File: src/rtl/regfile_wb_arbiter_pkg.sv
// Shared sizes and the source-select type for the register file write-back arbiter.
package regfile_wb_arbiter_pkg;

    localparam int XLEN = 32;
    localparam int NREG = 32;
    localparam int AW   = 5;

    typedef enum logic {
        SRC_A = 1'b0,
        SRC_B = 1'b1
    } src_e;

endpackage

File: src/rtl/regfile_wb_arbiter_rr_arb2.sv
// Two-requester round-robin arbiter; the last-granted pointer moves only on a completed transfer.
module rr_arb2
    import regfile_wb_arbiter_pkg::*;
(
    input  logic       clk,
    input  logic       reset_n,
    input  logic [1:0] req,
    input  logic       advance,
    output logic [1:0] gnt
);

    src_e last;

    // On contention the requester that did not win last time is served.
    always_comb begin
        gnt = 2'b00;
        unique case (req)
            2'b01:   gnt = 2'b01;
            2'b10:   gnt = 2'b10;
            2'b11:   gnt = (last == SRC_B) ? 2'b01 : 2'b10;
            default: gnt = 2'b00;
        endcase
    end

    always_ff @(posedge clk or negedge reset_n) begin
        if (!reset_n) begin
            last <= SRC_B;
        end else if (advance) begin
            last <= gnt[0] ? SRC_A : SRC_B;
        end
    end

endmodule

File: src/rtl/regfile_wb_arbiter.sv
// Shares the register file write port between ALU (A) and load (B) writebacks and
// keeps a busy scoreboard of outstanding destinations for decode hazard detection.
module regfile_wb_arbiter
    import regfile_wb_arbiter_pkg::*;
(
    input  logic            clk,
    input  logic            reset_n,
    input  logic            a_valid,
    output logic            a_ready,
    input  logic [AW-1:0]   a_rd,
    input  logic [XLEN-1:0] a_wdata,
    input  logic            b_valid,
    output logic            b_ready,
    input  logic [AW-1:0]   b_rd,
    input  logic [XLEN-1:0] b_wdata,
    input  logic            iss_valid,
    input  logic [AW-1:0]   iss_rd,
    input  logic            flush,
    input  logic [AW-1:0]   rs1,
    input  logic [AW-1:0]   rs2,
    output logic            hazard,
    output logic [NREG-1:0] busy,
    output logic            rf_we,
    output logic [AW-1:0]   rf_rd,
    output logic [XLEN-1:0] rf_wdata
);

    // Handshake: a transfer happens on a posedge where valid && ready. ready is a
    // function of valid (never the reverse); a source holds rd/wdata while stalled.
    logic [1:0]      gnt;
    logic            xfer;
    logic            wr_fire;
    logic [AW-1:0]   sel_rd;
    logic [XLEN-1:0] sel_wdata;
    logic [NREG-1:0] busy_next;

    rr_arb2 u_arb (
        .clk     (clk),
        .reset_n (reset_n),
        .req     ({b_valid, a_valid}),
        .advance (xfer),
        .gnt     (gnt)
    );

    assign a_ready   = gnt[0];
    assign b_ready   = gnt[1];
    assign xfer      = (a_valid & a_ready) | (b_valid & b_ready);
    assign sel_rd    = gnt[1] ? b_rd : a_rd;
    assign sel_wdata = gnt[1] ? b_wdata : a_wdata;
    // A transfer to x0 completes the handshake but never reaches the register file.
    assign wr_fire   = xfer && (sel_rd != '0);

    always_comb begin
        busy_next = busy;
        if (flush) begin
            busy_next = '0;
        end else if (rf_we) begin
            busy_next[rf_rd] = 1'b0;
        end
        // Issue is applied last so a new owner beats a same-edge retirement or flush.
        if (iss_valid && (iss_rd != '0)) begin
            busy_next[iss_rd] = 1'b1;
        end
        busy_next[0] = 1'b0;
    end

    always_ff @(posedge clk or negedge reset_n) begin
        if (!reset_n) begin
            rf_we    <= 1'b0;
            rf_rd    <= '0;
            rf_wdata <= '0;
            busy     <= '0;
        end else begin
            rf_we <= wr_fire;
            if (wr_fire) begin
                rf_rd    <= sel_rd;
                rf_wdata <= sel_wdata;
            end
            busy <= busy_next;
        end
    end

    assign hazard = ((rs1 != '0) && busy[rs1]) || ((rs2 != '0) && busy[rs2]);

endmodule

File: config.mk
export PLATFORM = sky130hd
export DESIGN_NAME = regfile_wb_arbiter
export DESIGN_NICKNAME = d
export VERILOG_FILES = /design/src/rtl/regfile_wb_arbiter_pkg.sv /design/src/rtl/regfile_wb_arbiter_rr_arb2.sv /design/src/rtl/regfile_wb_arbiter.sv
export SDC_FILE = /design/constraint.sdc
export NUM_CORES = 1
export LEC_CHECK = 0
export CORE_MARGIN = 5
export CORE_UTILIZATION = 48
export CTS_BUF_LIST = sky130_fd_sc_hd__clkbuf_4
export CTS_CLUSTER_SIZE = 8
export DETAILED_ROUTE_END_ITERATION = 8
export PLACE_DENSITY = 0.89
export SLEW_MARGIN = 20
export SYNTH_ARGS = -nofsm -noshare
export SYNTH_HDL_FRONTEND = slang
export SYNTH_SLANG_ARGS = --single-unit
File: constraint.sdc
create_clock -name clk -period 3.35 [get_ports clk]
set_input_delay 0.5025 -clock clk [delete_from_list [all_inputs] [get_ports clk]]
set_output_delay 0.5025 -clock clk [all_outputs]
set_load 0.02 [all_outputs]
==> results.md, run 1 <==
* Status: completed
* CTS HTree Levels at 3
* Worst-skew pair later-pin latency at 410 ps
* Setup TNS Final at 0 ps
* Final ANT Viol Nets at 0
* RSZ-0062 raised after global routing: no
* FF-to-FF path depth at 6
* DP Wirelength at 9.99 mm
* Clock network power share at 26.7%
* Slew Viols, Final at 0
* Wire per inst at 18.8 um
* Worst setup SP type: primary input
* CP Capture Type: output pin
* Syn-to-layout area delta at 47.6%
* Peak supply drop at 0.199 mV
* GP Congestion at 0.946
* WHS at 272 ps
* Hold WC Path Type: primary input to async pin
* Syn Area/Cell at 10.2 um2
* Initial antenna violation count at 0
* Final instance area at 5910 um2
* Synth Instances at 394
* Gr ovfl total at 0
* Number of I/O port buffers at 166
* #FFs+latches synth at 70
* Lkg Pwr at 2.40 nW
* Minimum clock period at 2880 ps
* First-pass GRT wire length at 20.2 mm
* Switching portion of total power at 30.3%
* Hold bufs inserted after CTS at 0
* Yosys warnings at 0
* Crit path max-delay family: buffers and inverters
* CP cell instances: clkdlybuf4s50_1 > mux4_2 > nor2_1 > a311oi_1 > nor4_2 > nand3_1 > dlymetal6s2s_1
* Filler cells at 590
* Die ar. at 10300 um2
* Crit path from: rs2[1]
* Chip Height at 101 um
* Place WS at 27.8 ps
* Rel. slew slack at 35.6%
* Net Switching at 0.000671 W
* Vias in the first global route at 4061
* GR Util met1 at 30.9%
* Crit path kind: primary input to output pin
* Worst-path maximum fanout at 4
* Commonest cells after routing, fill and taps aside: clkdlybuf4s50_1, dfrtp_1, o21ai_0
* Combinational power share at 29.0%
* Max clock buf depth at 2
* Worst-margin pin slew at 963 ps
* Post-Place Cell Area at 5750 um2
* Max Cap Violations at 0
* CP Buf/Inv Count at 2
* Count of final setup violators at 0
* GRT Total Usage at 25.0%
* # DRC at 0
* R2R Path Start: u_arb.last
* Ant diodes at 0
* Pwr dens at 374 nW/um2
* CP max stage cell: clkdlybuf4s50_1
* Cell variety after synth at 45
* CTS Buf Count at 9
* Fin crit share at 86.0%
* Vias per Instance at 5.70
* TritonCTS clock tree: yes
* Area of the multi-input gates at 2090 um2
* Hold Fails Final Rpt at 0
* FMAX at 0.347 GHz
* Sequential share of the synthesized area at 43.8%
* Setup WS post-layout at 471 ps
* Core Area at 8180 um2
* Nets at 653
* Post-Syn Area at 4010 um2
* Initial Util at 49.0%
* Pint at 0.00154 W
* CP peak stage delay at 590 ps
* GRT busiest layer: met2
* Row Count at 33
* Clk slew on worst S/H paths at 110 ps
* Fin Clk Skew at 12.9 ps
* Register share of total power at 44.2%
* Data required time of the worst path at 2850 ps
* Met2 Usage GRT at 41.9%
* Met3 Use GR at 7.92%
* IO Pins at 168
* Starting DRT DRC Count at 327
* Arrival time of the worst setup path at 2380 ps
* Syn nets at 489
* Die W at 101 um
* Number of clock sinks at 70
* Vias post-DR at 3805
* Most common cell after layout, fill and taps aside: clkdlybuf4s50_1
* Reg area at 1750 um2
* Maximum number of pins on one net before global-route repair at 71
* Layout cell share with drive strength beyond 1 at 10.8%
* Total wire length at 12.5 mm
* Root Buffer: clkbuf_4
* DRT Pass-1 Iters at 5
* Stages on the worst setup path at 7
-- stage by stage --
step / power (W) / cells / utilization (%)
after detailed placement: 0.00164 / 652 / 70.3
after CTS: 0.00223 / 668 / 72.1
after floorplan: 0.00129 / 394 / -
after global placement: 0.00162 / 652 / 70.3
after global routing: 0.00232 / 668 / 72.3
final: 0.00221 / 668 / 72.3
-- repair_timing --
item	CTS	global route
endpoints found under the hold margin	0	0
resized for setup	0	5
endpoints found under the setup margin	0	1
buffers inserted	0	0
-- sequential cells by signal (all words and copies together) (netlist names) --
| name | count |
|---|---|
| rf_rd | 5 |
| u_arb.last | 1 |
| rf_wdata | 32 |
| busy | 31 |
| rf_we | 1 |
-- layout make-up --
class,count,share of cell area (%)
multi-input cells,296,35.4
clock inverters,6,1.29
well taps,105,2.22
repair buffers,179,30.0
clock buffers,10,1.27
flip-flops and latches,70,29.7
inverters,2,0.127
-- synth_stat cells (all sizes together) --
cell type,count,area share (%)
clkbuf,7,0.66
mux4,10,5.9
buf,19,3.6
or3,1,0.16
a311oi,1,0.22
a221oi,1,0.22
nor2b,21,3.3
or2,1,0.16
nor2,43,4.0
and3b,2,0.44
nor4b,2,0.44
nor3b,6,1.1
inv,2,0.19
dfrtp,69,43
and3,1,0.16
nand3,5,0.62
a211oi,2,0.37
nand3b,24,4.5
o211ai,2,0.37
o311ai,1,0.22
a2111oi,3,0.66
mux2,7,2.1
nand2b,3,0.47
o21ai,47,5.9
a21boi,2,0.47
nand2,20,1.9
and2b,1,0.19
o22ai,1,0.16
dfstp,1,0.66
conb,1,0.094
nor4,3,0.62
or3b,4,0.87
nor3,3,0.37
a221o,1,0.25
mux2i,38,9.5
a21oi,39,6.1
-- kinds of logic after synthesis --
kind of cell	synth area share, %
compound gates	14.9
buf+inv	4.47
flops	43.8
mux	17.5
other cells	0.0936
simple gates	19.3
-- power groups by stage --
| stage | Sequential (W) | Clock, W | Combinational, W |
|---|---|---|---|
| 2_1_floorplan | 0.00105 | 0 | 0.000237 |
| 3_3_place_gp | 0.000990 | 0 | 0.000632 |
| 3_5_place_dp | 0.000994 | 0 | 0.000644 |
| 4_1_cts | 0.000978 | 0.000603 | 0.000647 |
| 5_1_grt | 0.000990 | 0.000643 | 0.000688 |
| 6_report | 0.000979 | 0.000592 | 0.000642 |
-- worst paths after layout --
kind / endpoint / slack [ps]
max in group asynchronous: rf_rd[3] / 2500
hold reg to reg: u_arb.last / 530
setup / recovery: hazard / 470
hold / removal: rf_wdata[19] / 270
setup reg to reg: rf_rd[3] / 1520
min in group clk: u_arb.last / 530
-- routing by layer --
metal | share of wire [%] | vias up
met5 | 0 | -
met4 | 1.7 | 0
met3 | 11 | 20
met2 | 49 | 197
met1 | 39 | 1824
li1 | - | 1764
(Power assumes the default switching activity.)
==> run 2: changes to the inputs <==
Settings changed: ABC_AREA set to 1, CORE_UTILIZATION 48 to 49, GPL_TIMING_DRIVEN set to 0.
==> results.md, run 2 <==
* Cell variety after synth at 26 (-42%)
* Die ar. at 10500 um2 (+1.8%)
* CP peak stage delay at 600 ps (about the same)
* Max Cap Violations at 0 (unchanged)
* Vias in the first global route at 4803 (+18%)
* Resized Gates After CTS at 0 (unchanged)
* WHS at 484 ps (+211 ps)
* Crit path kind: primary input to output pin
* Row Count at 33 (unchanged)
* Syn-to-layout area delta at 45.3%
* Hold Fails Final Rpt at 0 (unchanged)
* Syn nets at 719 (+47%)
* Top-count cell post-synth: nand2_1
* CP Capture Type: output pin
* Most common cell after layout, fill and taps aside: nand2_1
* Commonest cells after routing, fill and taps aside: nand2_1, clkdlybuf4s50_1, nand3_1
* Nets at 895 (+37%)
* Maximum number of pins on one net before global-route repair at 44 (-38%)
* Status: completed
* Starting DRT DRC Count at 265 (-19%)
* Post-synth EDFFs at 0 (unchanged)
* CTS Buf Count at 9 (unchanged)
* Chip Height at 102 um (+0.90%)
* Worst-skew pair later-pin latency at 410 ps (about the same)
* Layout cell share with drive strength beyond 1 at 3.85% (-7.0 points)
* Worst-margin pin slew at 537 ps (-426 ps)
* Commonest cells in the synthesized netlist: nand2_1, nand3_1, dfrtp_1
* Initial antenna violation count at 0 (unchanged)
* Arrival time of the worst setup path at 2670 ps (+290 ps)
* Post-synth top area cell: dfrtp_1
* Regs by FF count: rf_wdata: 32 flops, busy: 31 flops, rf_rd: 5 flops
* Fin Clk Skew at 13.8 ps (+0.909 ps)
* Synth Instances at 624 (+58%)
* Number of clock sinks at 70 (unchanged)
* Rel. slew slack at 63.9% (+28 points)
* Worst reg-to-reg setup slack at 1350 ps (-170 ps)
* Count of final setup violators at 0 (unchanged)
* CP max stage cell: clkdlybuf4s50_1
* GP Congestion at 0.975 (+3.0%)
* Register with the most flip-flops: rf_wdata
* DP Wirelength at 11.3 mm (+13%)
* Post-Syn Area at 4170 um2 (+4.1%)
* CP cell instances: clkdlybuf4s50_1 > inv_1 > nor2_1 > nand2_1 > nand3_1 > nand2_1 > nand3_1 > nand3_1 > nand2_1 > inv_1 > nand2_1 > clkdlybuf4s50_1
* Ys flop type: dfrtp_1
* First-pass GRT wire length at 22.4 mm (+11%)
* Non-Filler Instances at 910 (+36%)
* FMAX at 0.315 GHz (-9.3%)
* Peak supply drop at 0.198 mV (-0.38%)
* Hold WC Path Type: register to register
* Initial Util at 50.5% (+1.5 points)
* Hold bufs inserted after CTS at 1 (+1)
* Gr ovfl total at 0 (unchanged)
* Minimum clock period at 3170 ps (+294 ps)
* Yosys warnings at 0 (unchanged)
* Die W at 102 um (+0.90%)
* Most frequent CP cell: nand2_1
* Core Area at 8260 um2 (+1.0%)
* Wire per inst at 15.4 um (-18%)
* Largest cells by area after synthesis: dfrtp_1, nand2_1, nand3_1
* Lkg Pwr at 2.98 nW (+24%)
* Max clock buf depth at 2 (unchanged)
* # DRC at 0 (unchanged)
* Total design power at 0.00211 W (-4.9%)
* Fin crit share at 94.7% (+8.8 points)
* CTS HTree Levels at 3 (unchanged)
* Vias per Instance at 5.36 (-5.9%)
* Final ANT Viol Nets at 0 (unchanged)
* Total wire length at 14.0 mm (+12%)
* GRT Total Usage at 27.1% (+2.1 points)
* RSZ-0062 raised after global routing: no
* Post-CTS setup buffer count at 0 (unchanged)
* Syn Area/Cell at 6.68 um2 (-34%)
* #FFs+latches synth at 70 (unchanged)
* Post-placement cell count at 893 (+37%)
* Clk slew on worst S/H paths at 100 ps (about the same)
* Data required time of the worst path at 2850 ps (about the same)
* Post-synth ARST share at 100% (unchanged)
* Ant diodes at 0 (unchanged)
* Worst-path maximum fanout at 6 (+2)
* Filler cells at 635 (+7.6%)
* Slew Viols, Final at 0 (unchanged)
* DRT Pass-1 Iters at 5 (unchanged)
* Pwr dens at 347 nW/um2 (-7.2%)
* Post-synth top area share at 41.4% (-1.7 points)
* Number of I/O port buffers at 163 (-1.8%)
* IO Pins at 168 (unchanged)
* TritonCTS clock tree: yes
* Max FFs per register at 32 (unchanged)
* Root Buffer: clkbuf_4
* Vias post-DR at 4876 (+28%)
* Sequential share of the synthesized area at 42.0% (-1.7 points)
* Worst setup SP type: primary input
-- run 2: report_power, final --
part           internal [W]  switching (W)  leakage (nW)
registers          0.000913      0.0000526         0.900
clock network      0.000139       0.000292        0.0533
logic              0.000318       0.000390          2.02
-- run 2: cell type report --
class	count	area, um2	area share [%]
plain buffers	29	143	2.35
clock buffers	9	67.6	1.12
clock inverters	7	31.3	0.516
inverters	65	244	4.03
multi-input cells	460	2030	33.5
flip-flops and latches	70	1750	28.9
well taps	105	131	2.17
repair buffers	165	1660	27.4
-- run 2: per-layer routing --
metal	global-route usage [%]	routed length, um
met3	6.89	1670
met5	0	0
met1	31.4	5120
met2	47.0	6760
met4	12.5	489
-- run 2: logic make-up (layout without fill, tap and decap cells) --
logic type	after synthesis	after routing	synth area share (%)
AND/OR/NAND/NOR	393	393	38.9
buffers and inverters	94	275	9.27
flip-flops	70	70	42.0
AO/OA/AOI/OAI	66	66	9.69
other	1	1	0.0899
-- run 2: path summary, 6_finish.rpt --
path,start,to,cells after the start
max,rs2[2],hazard,12
min,rf_wdata[0],rf_wdata[0],2
min reg2reg,rf_wdata[0],rf_wdata[0],2
max in group asynchronous,reset_n,u_arb.last,3
max reg2reg,u_arb.last,rf_wdata[27],12
min in group asynchronous,reset_n,rf_wdata[31],2
-- run 2: critical path, delay by kind of cell --
| kind | cells | cell delay, ps |
|---|---|---|
| and+or+nand+nor | 8 | 800 |
| buffers and inverters | 4 | 1370 |
-- run 2: metrics by stage --
stage | util [%] | worst slack [ps] | TNS [ps] | instance area, um2
after floorplan | - | 1210 | 0 | 4170
final | 73.4 | 176 | 0 | 6060
after detailed placement | 72.1 | 229 | 0 | 5950
after global placement | 71.8 | -385 | -26370 | 5930
after global routing | 73.4 | 16.0 | 0 | 6060
after CTS | 73.4 | 227 | 0 | 6060
